===== src/rtl/quad_decoder.sv =====
// quad_decoder
// Quadrature encoder decoder. Channels A and B are synchronized, decoded as
// a 4x Gray sequence on {B,A} and accumulated into a signed 32-bit position.
// Illegal jumps (both bits changing at once) are counted, and a free-running
// window of 2^WINDOW_LOG2 clocks reports the net step count as SPEED.
//
// Build option: define QUAD_DECODER_FILTER_EN to add a per-channel stability
// filter. A new level is accepted only after FILTER_LEN consecutive samples.
// Without the macro the filter is absent and FILTER_LEN is ignored.
//
// Ports
//   CLOCK        in   system clock, rising edge
//   RESET        in   asynchronous active-high reset
//   A, B         in   encoder channels, asynchronous to CLOCK
//   CLEAR        in   synchronous position clear
//   POSITION     out  [31:0] signed position, 4 counts per encoder cycle
//   DIR          out  direction of last valid step, 1 = increment
//   STEP         out  one-cycle strobe per valid step
//   ERROR_COUNT  out  [7:0] illegal transitions, saturating at 255
//   SPEED        out  [15:0] signed net steps in last completed window
//   SPEED_VALID  out  one-cycle strobe when SPEED updates
module quad_decoder #(
  parameter int FILTER_LEN  = 4,
  parameter int WINDOW_LOG2 = 20
) (
  input  logic        CLOCK,
  input  logic        RESET,
  input  logic        A,
  input  logic        B,
  input  logic        CLEAR,
  output logic [31:0] POSITION,
  output logic        DIR,
  output logic        STEP,
  output logic [7:0]  ERROR_COUNT,
  output logic [15:0] SPEED,
  output logic        SPEED_VALID
);

  logic [1:0]               r_ab_p0;
  logic [1:0]               r_ab_p1;
  logic [1:0]               r_warm;
  logic                     r_ref_vld;
  logic [1:0]               r_ref;
  logic [1:0]               w_smp;
  logic                     w_dec_en;
  logic                     w_inc;
  logic                     w_dec;
  logic                     w_err;
  logic signed [1:0]        w_delta;
  logic signed [31:0]       r_position;
  logic                     r_dir;
  logic                     r_step;
  logic [7:0]               r_err_cnt;
  logic [WINDOW_LOG2-1:0]   r_win;
  logic                     w_win_wrap;
  logic signed [15:0]       r_acc;
  logic signed [15:0]       r_speed;
  logic                     r_spd_vld;

  function automatic logic signed [15:0] sat_add16(input logic signed [15:0] acc,
                                                   input logic signed [1:0]  d);
    logic signed [16:0] sum;
    sum = {acc[15], acc} + {{15{d[1]}}, d};
    if (sum > 17'sd32767)
      return 16'sh7FFF;
    else if (sum < -17'sd32768)
      return 16'sh8000;
    else
      return sum[15:0];
  endfunction

  // ---- stage p0/p1: two-flop synchronizer on {B,A}
  always_ff @(posedge CLOCK or posedge RESET) begin
    if (RESET) begin
      r_ab_p0 <= '0;
      r_ab_p1 <= '0;
    end else begin
      r_ab_p0 <= {B, A};
      r_ab_p1 <= r_ab_p0;
    end
  end

  // Decoding waits until r_ab_p1 holds a real post-reset sample, so the
  // reset value of the synchronizer never looks like a transition.
  always_ff @(posedge CLOCK or posedge RESET) begin
    if (RESET)
      r_warm <= '0;
    else if (r_warm != 2'd2)
      r_warm <= r_warm + 2'd1;
  end

  assign w_dec_en = (r_warm == 2'd2);

`ifdef QUAD_DECODER_FILTER_EN
  // ---- stage p2: per-channel stability filter
  localparam int CNT_W = (FILTER_LEN > 1) ? $clog2(FILTER_LEN) : 1;

  logic [1:0]       r_filt_p2;
  logic [CNT_W-1:0] r_fcnt [2];

  always_ff @(posedge CLOCK or posedge RESET) begin
    if (RESET) begin
      r_filt_p2 <= '0;
      r_fcnt[0] <= '0;
      r_fcnt[1] <= '0;
    end else begin
      for (int i = 0; i < 2; i++) begin
        // The first real sample seeds the filter directly, matching the
        // reference load, so a static input level is never seen as motion.
        if (w_dec_en && !r_ref_vld) begin
          r_filt_p2[i] <= r_ab_p1[i];
          r_fcnt[i]    <= '0;
        end else if (r_ab_p1[i] == r_filt_p2[i]) begin
          r_fcnt[i] <= '0;
        end else if (r_fcnt[i] == CNT_W'(FILTER_LEN - 1)) begin
          r_filt_p2[i] <= r_ab_p1[i];
          r_fcnt[i]    <= '0;
        end else begin
          r_fcnt[i] <= r_fcnt[i] + CNT_W'(1);
        end
      end
    end
  end

  assign w_smp = r_filt_p2;
`else
  logic w_unused_filter_len;
  assign w_unused_filter_len = (FILTER_LEN != 0);
  assign w_smp = r_ab_p1;
`endif

  // ---- decode stage: compare sample against reference state
  always_comb begin
    w_inc = 1'b0;
    w_dec = 1'b0;
    w_err = 1'b0;
    if (w_dec_en && r_ref_vld) begin
      case ({r_ref, w_smp})
        4'b0001, 4'b0111, 4'b1110, 4'b1000: w_inc = 1'b1;
        4'b0100, 4'b1101, 4'b1011, 4'b0010: w_dec = 1'b1;
        4'b0011, 4'b1100, 4'b0110, 4'b1001: w_err = 1'b1;
        default: ;
      endcase
    end
  end

  assign w_delta = w_inc ? 2'sd1 : (w_dec ? -2'sd1 : 2'sd0);

  always_ff @(posedge CLOCK or posedge RESET) begin
    if (RESET) begin
      r_ref      <= '0;
      r_ref_vld  <= 1'b0;
      r_position <= '0;
      r_dir      <= 1'b0;
      r_step     <= 1'b0;
      r_err_cnt  <= '0;
    end else begin
      r_step <= w_inc | w_dec;
      if (w_dec_en) begin
        // An illegal jump also becomes the new reference.
        r_ref     <= r_ref_vld ? w_smp : r_ab_p1;
        r_ref_vld <= 1'b1;
      end
      if (w_inc | w_dec)
        r_dir <= w_inc;
      // CLEAR wins over a coincident step; STEP/DIR still report that step.
      if (CLEAR)
        r_position <= '0;
      else if (w_inc)
        r_position <= r_position + 32'sd1;
      else if (w_dec)
        r_position <= r_position - 32'sd1;
      if (w_err && (r_err_cnt != 8'hFF))
        r_err_cnt <= r_err_cnt + 8'd1;
    end
  end

  // ---- speed window: accumulate net steps, publish on counter wrap
  assign w_win_wrap = &r_win;

  always_ff @(posedge CLOCK or posedge RESET) begin
    if (RESET) begin
      r_win     <= '0;
      r_acc     <= '0;
      r_speed   <= '0;
      r_spd_vld <= 1'b0;
    end else begin
      r_win     <= r_win + WINDOW_LOG2'(1);
      r_spd_vld <= w_win_wrap;
      if (w_win_wrap) begin
        r_speed <= sat_add16(r_acc, w_delta);
        r_acc   <= '0;
      end else begin
        r_acc <= sat_add16(r_acc, w_delta);
      end
    end
  end

  assign POSITION    = r_position;
  assign DIR         = r_dir;
  assign STEP        = r_step;
  assign ERROR_COUNT = r_err_cnt;
  assign SPEED       = r_speed;
  assign SPEED_VALID = r_spd_vld;

endmodule


===== config.mk =====
export PLATFORM = sky130hd
export DESIGN_NAME = quad_decoder
export DESIGN_NICKNAME = d
export VERILOG_FILES = /design/src/rtl/quad_decoder.sv
export SDC_FILE = /design/constraint.sdc
export NUM_CORES = 1
export LEC_CHECK = 0
export CORE_MARGIN = 4
export CORE_UTILIZATION = 52
export CTS_CLUSTER_SIZE = 14
export DETAILED_ROUTE_END_ITERATION = 10
export GPL_TIMING_DRIVEN = 0
export HOLD_SLACK_MARGIN = 0.06
export PLACE_DENSITY = 0.75
export RECOVER_POWER = 25
export SLEW_MARGIN = 40
export SYNTH_ARGS = -nofsm -noshare
export SYNTH_HDL_FRONTEND = slang
export SYNTH_SLANG_ARGS = --single-unit

===== constraint.sdc =====
create_clock -name CLOCK -period 4.7 [get_ports CLOCK]
set_input_delay 0.705 -clock CLOCK [delete_from_list [all_inputs] [get_ports CLOCK]]
set_output_delay 0.705 -clock CLOCK [all_outputs]
set_load 0.01 [all_outputs]

# Word-level counts from Yosys, hierarchy flattened
# Index checks and enable logic that the tools add are counted.
[op_classes]
n_addsub = 6
magnitude_cmp = 2
eq_ne = 15
muxes = 14
bitwise_logic = 1
n_reduce_logical = 7
[ops]
columns = ["op", "n"]
rows = [
  ["32-bit two-way mux", 3],
  ["16-bit two-way mux", 3],
  ["32-bit by 2-bit adder with 32-bit output, second input constant", 1],
  ["32-bit by 2-bit subtractor with 32-bit output, second input constant", 1],
  ["4-bit == test, second input constant", 6],
  ["20-bit by 1-bit adder with 20-bit output, second input constant", 1],
  ["20-bit AND reduction", 1],
  ["16-bit by 2-bit adder with 17-bit output", 1],
  ["17-bit by 16-bit greater-than comparator with 1-bit output, second input constant", 1],
  ["17-bit by 16-bit less-than comparator with 1-bit output, second input constant", 1],
  ["4-bit by 3-bit == test with 1-bit output, second input constant", 3],
  ["4-bit OR reduction", 3],
  ["8-bit by 1-bit adder with 8-bit output, second input constant", 1],
  ["4-bit by 2-bit == test with 1-bit output, second input constant", 2],
  ["8-bit inequality test, second input constant", 1],
  ["1-bit two-way mux", 6],
  ["4-bit by 1-bit == test with 1-bit output, second input constant", 1],
  ["2-bit two-way mux", 2],
  ["3-bit nonzero test", 1],
  ["2-bit by 1-bit adder with 2-bit output, second input constant", 1],
  ["2-bit == test, second input constant", 1],
  ["1-bit logical AND", 2],
  ["2-bit inequality test, second input constant", 1],
  ["1-bit bitwise OR", 1],
]
[word_totals]
register_bits = 104
output_inout_bits = 59

# Longest topological paths before layout
# Gate-level depths: netlist (run 1).
[depth]
ltp_word = 11
mapped_depth = 20
ltp_nobuf = 17

# Least setup slack after synthesis (run 1)
# No wires, ideal clock.
[synth_path]
kind = "flip-flop to flip-flop"
from = "register r_warm[0]"
to = "register r_speed[4] (netlist: SPEED[4])"
setup_time_ps = 76
arrival_time_ps = 4335
required_time_ps = 4624
slack_ps = 289
stages_incl_launch_ff = 21
n_path_buf = 3
period_less_slack_ps = 4411
path_cell_list = "dfrtp_1 -> inv_1 -> ha_1 -> clkbuf_1 -> nand2_1 -> or3_1 -> inv_1 -> nor2_1 -> inv_1 -> buf_1 -> ha_1 -> fa_1 -> a21oi_1 -> o21ai_1 -> a21oi_2 -> o2111ai_1 -> and3_1 -> a2bb2oi_4 -> buf_2 -> o21ai_0 -> o21ai_1"
[synth_between]
elab_cells_between_ends = 11
cone_classes = "1 x add/sub; 2 x order compare; 1 x eq/ne; 6 x mux; 1 x reduce/logical"
[synth_lines]
columns = ["element", "line", "source"]
rows = [
  ["from (decl)", "41", "logic [1:0] r_warm;"],
  ["from (signal assigned)", "89", "r_warm <= r_warm + 2'd1;"],
  ["2-bit == test *", "92", "assign w_dec_en = (r_warm == 2'd2);"],
  ["1-bit logical AND *", "137", "if (w_dec_en && r_ref_vld) begin"],
  ["1-bit two-way mux *", "137", ""],
  ["net w_inc", "46", "logic w_inc;"],
  ["2-bit two-way mux *", "147", "assign w_delta = w_inc ? 2'sd1 : (w_dec ? -2'sd1 : 2'sd0);"],
  ["16-bit by 2-bit adder with 17-bit output *", "63", "sum = {acc[15], acc} + {{15{d[1]}}, d};"],
  ["17-bit by 16-bit less-than comparator with 1-bit output", "66", "else if (sum < -17'sd32768)"],
  ["16-bit two-way mux", "66", ""],
  ["16-bit two-way mux *", "64", "if (sum > 17'sd32767)"],
  ["to (signal assigned)", "191", "r_speed <= sat_add16(r_acc, w_delta);"],
  ["to (decl)", "57", "logic signed [15:0] r_speed;"],
]
# The timed path passes the listed nets; every way through them passes the cells marked *.
# A chain may end at the register's enable or synchronous reset.

# Final worst setup path (run 1)
[layout_path]
from = "register r_warm[0]"
to = "register r_speed[2] (netlist: SPEED[2])"
# Same word-level chain as after synthesis.

==> out/metrics.csv, run 1 <==
metric,value,unit
status,"complete, but fails checks",
failing checks,"capacitance limit, slew limit",
final WL,15500,um
VDD IR-drop max,0.486,mV
wire per inst,17.0,um
# H-tree levels,3,
Die ar.,14200,um^2
Initial Utilization,53.3,%
Post-Route M1 WL,6770,um
crit path time final,4.51,ns
initial antenna violation count,0,
Routed met3 length,848,um
Post-synth EDFFs,0,
GP Congestion,0.950,
fraction of layout cells with a size suffix above 1,7.92,%
Hold Fails Final Rpt,0,
final design utilization,63.3,%
post-route ant nets,0,
Syn Nets,743,
DR WL met2,7580,um
worst min path class,reg2reg,
Tcrit/Tclk final,95.9,%
IO Pins,64,
first-pass GRT wire length,26200,um
FF/Latch Area,2600,um^2
total gr overflow,0,
clock sinks,104,
most frequent cell after synthesis,dfrtp_1,
Core Area,12000,um^2
Syn Area/Cell,9.32,um^2
kind of critical path,reg2reg,
Num CTS Buffers,9,
vias,5401,
synth warn,0,
Setup crit start kind,register,
max-cap violation count,2,
Worst-Skew Late Latency,0.36,ns
ANT cells,0,
WP data required,4.98,ns
Fillers,1032,
CP endpoint kind,register,
post-DR vias/cell,5.89,
Max Root-Sink Buffers,2,
HPWL Detailed,11000,um
CTS tree,yes,
I/O Buffers,63,
synth top area cells,"dfrtp_1 41%, ha_1 9.6%, xnor2_1 6.0%",
count of final setup violators,0,
Nets,821,
Clock transition at path regs,0.07,ns
Power Density,675,nW/um^2
multi-input gate area in the final layout,3640,um^2
slew margin rel.,-16.4,%
max-slew violations,107,
Syn Inst Count,687,
distinct cell type count after synthesis,60,
largest net degree at the start of global routing,65,
1st-iter DRT viols,528,
num rows,40,
FMAX,222,MHz
max layer used,met4,
Total GRT Usage,22.6,%
post-synth top area cell,dfrtp_1,
"Seq/Total Area, Yosys",40.6,%
Tot Pwr,5130,uW
chip height,119,um
vias in the first global route,5384,
Async SR Flop Fraction,100,%
clk_skew,0.00876,ns
area share of the largest cell type after synthesis,40.6,%
WP data arrival,4.79,ns
#FFs+latches synth,104,
DR DRC count,0,
Synth Cell Area,6410,um^2
Initial DRT Pass Iterations,5,
worst slew pin tran,1.74,ns
Pleak,0.00339,uW
DIE WIDTH,119,um
RSZ-0062 raised after global routing,no,
"top cells by count, synth","104 x dfrtp_1, 86 x nand2_1, 72 x a21oi_1, 49 x ha_1, 44 x xnor2_1",
"Area growth, synth to finish",18.6,%
Crit Path Max Fanout,17,
Synth Flop Type,dfrtp_1,
CTS Root Cell,clkbuf_16,
[where the power goes]
| group | internal (uW) | switching, uW | total (uW) |
|---|---|---|---|
| clock | 463 | 349 | 812 |
| combinational | 1340 | 1710 | 3040 |
| sequential | 1110 | 162 | 1270 |
[area by class of cell]
type | instances | share of cell area (%)
Clock inverter | 4 | 0.757
Inverter | 20 | 1.05
Tap cell | 147 | 2.42
Timing Repair Buffer | 67 | 8.66
Sequential cell | 104 | 34.3
Clock buffer | 12 | 3.51
Buffer | 17 | 1.43
Multi-Input combinational cell | 546 | 47.9
[metal layers]
| metal | vias to the layer above | track usage, % |
|---|---|---|
| met5 | - | 0 |
| met4 | 0 | 7.60 |
| met3 | 32 | 5.65 |
| met2 | 142 | 37.2 |
| met1 | 2607 | 29.1 |
| li1 | 2620 | - |
[cell families (layout without fill, tap and decap cells)]
family | after synthesis | after routing | share of synthesized area (%)
and+or+nand+nor | 227 | 228 | 16.6
AOI/OAI and AO/OA | 204 | 204 | 20.7
DFF | 104 | 104 | 40.6
xor gates and xnor gates | 59 | 59 | 8.36
adders and majority gates | 51 | 51 | 10.2
buffers and inverters | 38 | 120 | 2.77
muxes | 4 | 4 | 0.684
[registers in the layout (all words and copies together), names as in the netlist, 2 cells and up]
| signal | cells |
|---|---|
| r_warm | 2 |
| r_acc | 16 |
| SPEED | 16 |
| r_win | 20 |
| r_ref | 2 |
| POSITION | 32 |
| r_ab_p0 | 2 |
| r_ab_p1 | 2 |
| ERROR_COUNT | 8 |
[path summary, 6_finish.rpt]
path	slack (ns)	to	startpoint	cells past startpoint
max in group asynchronous	1.25	POSITION[16]	RESET	3
worst min register to register	0.35	r_ab_p1[1]	r_ab_p0[1]	0
worst max register to register	0.19	SPEED[2]	r_warm[0]	19
worst min-delay path	0.35	r_ab_p1[1]	r_ab_p0[1]	0
worst max-delay path	0.19	SPEED[2]	r_warm[0]	19
min in group asynchronous	1.22	r_win[0]	RESET	2
[critical path, cell delays in order (launching register included)]
cell       delay, ns
dfrtp_1         0.40
inv_1           0.07
ha_2            0.26
nand2_1         0.13
or3_4           0.49
inv_1           0.18
nor2_1          0.09
inv_2           0.15
buf_6           0.21
ha_1            0.23
fa_1            0.26
a21oi_1         0.10
o21ai_1         0.27
a21oi_2         0.13
o2111ai_1       0.32
and3_1          0.32
a2bb2oi_4       0.30
buf_6           0.22
a21oi_1         0.13
o21ai_1         0.17
[stage by stage]
step                cells  setup TNS (ns)  worst slack [ns]  area (um^2)  hold slack [ns]
finish                917               0             0.194         7600            0.353
global route          917               0           0.00555         7600            0.359
CTS                   914               0            0.0306         7600            0.355
detailed placement    898          -25.53            -0.966         7260            0.340
global placement      897          -41.77            -0.890         7220            0.335
floorplan             687               0             0.289         6410            0.331
[cell usage in the layout, fill, tap and decap left out, types with 3 or more instances in the layout]
| cell | netlist | routed |
|---|---|---|
| buf_6 | 3 | 4 |
| a31oi_1 | 6 | 6 |
| nand2_1 | 86 | 86 |
| and3_1 | 15 | 15 |
| a21oi_2 | 6 | 6 |
| o21ai_0 | 36 | 36 |
| mux2_2 | 3 | 3 |
| or4_1 | 3 | 3 |
| dlygate4sd3_1 | 0 | 3 |
| or3_1 | 4 | 3 |
| nor2_1 | 42 | 42 |
| buf_4 | 0 | 4 |
| clkdlybuf4s50_1 | 0 | 60 |
| dfrtp_1 | 104 | 104 |
| clkbuf_1 | 11 | 10 |
| a21o_1 | 16 | 16 |
| a21boi_0 | 3 | 3 |
| nor2b_1 | 6 | 6 |
| clkbuf_16 | 0 | 9 |
| nand4_1 | 13 | 13 |
| and2_1 | 5 | 4 |
| clkbuf_8 | 0 | 3 |
| xor2_1 | 14 | 14 |
| a21oi_1 | 72 | 72 |
| o21ai_2 | 6 | 6 |
| a211oi_1 | 12 | 12 |
| ha_1 | 49 | 48 |
| xnor2_1 | 44 | 44 |
| nor3_1 | 17 | 17 |
| o21a_1 | 7 | 7 |
| o21ai_1 | 14 | 14 |
| o31ai_1 | 4 | 4 |
| nand3_1 | 24 | 24 |
| inv_1 | 19 | 16 |
| or2_2 | 3 | 3 |
[what timing repair did]
item                                    CTS  global route
resized for setup                         6             2
pin swaps                                 1             0
endpoints found under the setup margin   32            29
hold buffers                              0             0
cloned                                    1             0
setup buffers                             0             3
endpoints found under the hold margin     0             0
Note: power is estimated with default switching activity, not from simulation.
==> run 2, diff against run 1 <==
MAX_ROUTING_LAYER = met4   (was not set)
==> run 2 against run 1 <==
Effect of this change: the flow still finishes with violations (capacitance limit, slew limit); worst setup slack improved by 0.19 ns; worst hold slack about the same; flip-flop and latch count unchanged; critical endpoint is now r_acc[5]; largest power group unchanged.
==> out/metrics.csv, run 2 (same netlist as run 1, synthesis figures left out) <==
metric,value,unit,change
Die ar.,14200,um^2,unchanged
final WL,15600,um,+0.11%
FF-to-FF End,r_acc[5],,
I/O Buffers,63,,unchanged
CTS Root Cell,clkbuf_16,,
Total GRT Usage,23.2,%,+0.65 points
Clock transition at path regs,0.07,ns,about the same
RSZ-0062 raised after global routing,no,,
HPWL Detailed,11000,um,about the same
fraction of layout cells with a size suffix above 1,8.41,%,+0.49 points
CTS Hold Buffers Added,0,,unchanged
WP data required,4.94,ns,-0.04 ns
Reg2Reg Setup Slack,0.38,ns,+0.19 ns
final design utilization,63.3,%,about the same
Nets,824,,+0.37%
hold path start,r_ab_p0[1],,
R2R cell count,20,,+1
hold-critical path endpoint,r_ab_p1[1],,
post-route ant nets,0,,unchanged
post-DR vias/cell,5.94,,+0.93%
Core Area,12000,um^2,unchanged
count of final setup violators,0,,unchanged
chip height,119,um,unchanged
Cells on Worst Hold Path,0,,unchanged
DIE WIDTH,119,um,unchanged
dpl ws,-0.881,ns,+0.0846 ns
max-slew violations,107,,unchanged
worst hold slack,0.352,ns,-0.000405 ns
max-cap violation count,2,,unchanged
kind of critical path,reg2reg,,
ANT cells,0,,unchanged
"Area growth, synth to finish",18.7,%,about the same
largest net degree at the start of global routing,65,,unchanged
Pleak,0.00339,uW,+0.15%
slew margin rel.,-14.5,%,+1.9 points
Crit Path Max Fanout,17,,unchanged
Num CTS Buffers,9,,unchanged
clock sinks,104,,unchanged
vias,5469,,+1.3%
Worst-Skew Late Latency,0.36,ns,about the same
WP data arrival,4.56,ns,-0.23 ns
total gr overflow,0,,unchanged
initial antenna violation count,0,,unchanged
"delay-heaviest family, CP",compound AO/OA/AOI/OAI gates,,
DR DRC count,0,,unchanged
most frequent cells in the layout,"104 x dfrtp_1, 86 x nand2_1, 72 x a21oi_1",,
num rows,40,,unchanged
Critical Path Max Stage Delay,0.43,ns,-0.06 ns
status,"complete, but fails checks",,
crit-path cells,inv_1 -> ha_2 -> nand2_1 -> or3_4 -> inv_1 -> nor2_1 -> inv_2 -> buf_6 -> ha_1 -> fa_1 -> a21oi_1 -> o21ai_1 -> a21oi_2 -> o2111ai_1 -> and3_2 -> a2bb2oi_4 -> buf_4 -> o21ai_4 -> buf_6 -> nor2_1,,
Initial DRT Pass Iterations,7,,+2
first-pass GRT wire length,26100,um,-0.13%
Hold Fails Final Rpt,0,,unchanged
crit path buf inv count,6,,+1
Setup crit start kind,register,,
FMAX,232,MHz,+4.4%
wire per inst,16.9,um,-0.22%
Fillers,1001,,-3.0%
Tcrit/Tclk final,91.9,%,-4.0 points
GP Congestion,0.970,,+2.1%
VDD IR-drop max,0.450,mV,-7.3%
Power Density,674,nW/um^2,-0.21%
worst min path class,reg2reg,,
1st-iter DRT viols,362,,-31%
slowest cell on the critical path,fa_1,,
max FFs per register,32,,unchanged
IO Pins,64,,unchanged
Final Worst Setup Slack,0.382,ns,+0.188 ns
CTS tree,yes,,
final setup TNS,0,ns,unchanged
failing checks,"capacitance limit, slew limit",,
"commonest non-fill, non-tap cell in the layout",dfrtp_1,,
crit path time final,4.32,ns,-0.188 ns
reg2reg start,r_warm[0],,
worst slew pin tran,1.71,ns,-0.0285 ns
CP endpoint kind,register,,
vias in the first global route,5391,,+0.13%
# H-tree levels,3,,unchanged
Max Root-Sink Buffers,2,,unchanged
Initial Utilization,53.3,%,unchanged
clk_skew,0.00680,ns,-0.00195 ns
run 2: changes by cell type in the layout (fill, tap and decap cells not counted), sizes merged:
cell,previous run,this run
buf,10,12
clkbuf,23,21
clkinv,1,4
run 2: per-layer routing:
metal | share of wire [%] | wire, um | track usage, % | vias up
li1 | - | - | - | 2631
met1 | 45 | 7010 | 29.6 | 2639
met2 | 48 | 7400 | 37.4 | 161
met3 | 4.6 | 716 | 3.85 | 38
met4 | 2.8 | 436 | 8.69 | 0
met5 | 0 | 0 | - | -
run 2: how the worst max path moves through the flow:
stage	cells after the start	end	slack [ns]	start
CTS	19	SPEED[6]	0.03	r_warm[0]
floorplan	20	SPEED[4]	0.29	r_warm[0]
global route	20	r_acc[7]	0.08	r_warm[0]
global placement	20	SPEED[6]	-0.90	r_warm[0]
finish	20	r_acc[5]	0.38	r_warm[0]
detailed placement	20	SPEED[6]	-0.88	r_warm[0]
run 2: what timing repair did:
item,CTS,global route
pin swaps,1,1
buffers inserted,0,6
resized for setup,4,5
endpoints found under the setup margin,32,31
gates cloned,1,0
run 2: worst reg2reg max path, stage by stage (launching register included):
cell and delay (ns):
dfrtp_1 0.37, inv_1 0.05, ha_2 0.23, nand2_1 0.14, or3_4 0.30, inv_1 0.13, nor2_1 0.16, inv_2 0.11
buf_6 0.18, ha_1 0.23, fa_1 0.43, a21oi_1 0.23, o21ai_1 0.13, a21oi_2 0.25, o2111ai_1 0.20, and3_2 0.29
a2bb2oi_4 0.18, buf_4 0.16, o21ai_4 0.19, buf_6 0.18, nor2_1 0.06
run 2: final cells by class:
class / count / area (um^2) / area share [%]
Buffer: 17 / 109 / 1.43
Clock buffer: 9 / 225 / 2.96
Clock inverter: 7 / 78.8 / 1.04
Inverter: 20 / 80.1 / 1.05
Multi-Input combinational cell: 546 / 3640 / 47.9
Sequential cell: 104 / 2600 / 34.2
Tap cell: 147 / 184 / 2.42
Timing Repair Buffer: 70 / 681 / 8.95
run 2: metrics by stage:
step	power, uW	area [um^2]	cells
4_1_cts	5070	7580	914
2_1_floorplan	3470	6410	687
5_1_grt	5520	7600	920
3_5_place_dp	4250	7260	898
3_3_place_gp	4170	7220	897
6_report	5120	7600	920
run 2: report_power, final:
part | switching, uW | total, uW | internal [uW]
sequential | 163 | 1270 | 1110
clock | 370 | 790 | 420
combinational | 1700 | 3060 | 1360
total | 2230 | 5120 | 2890
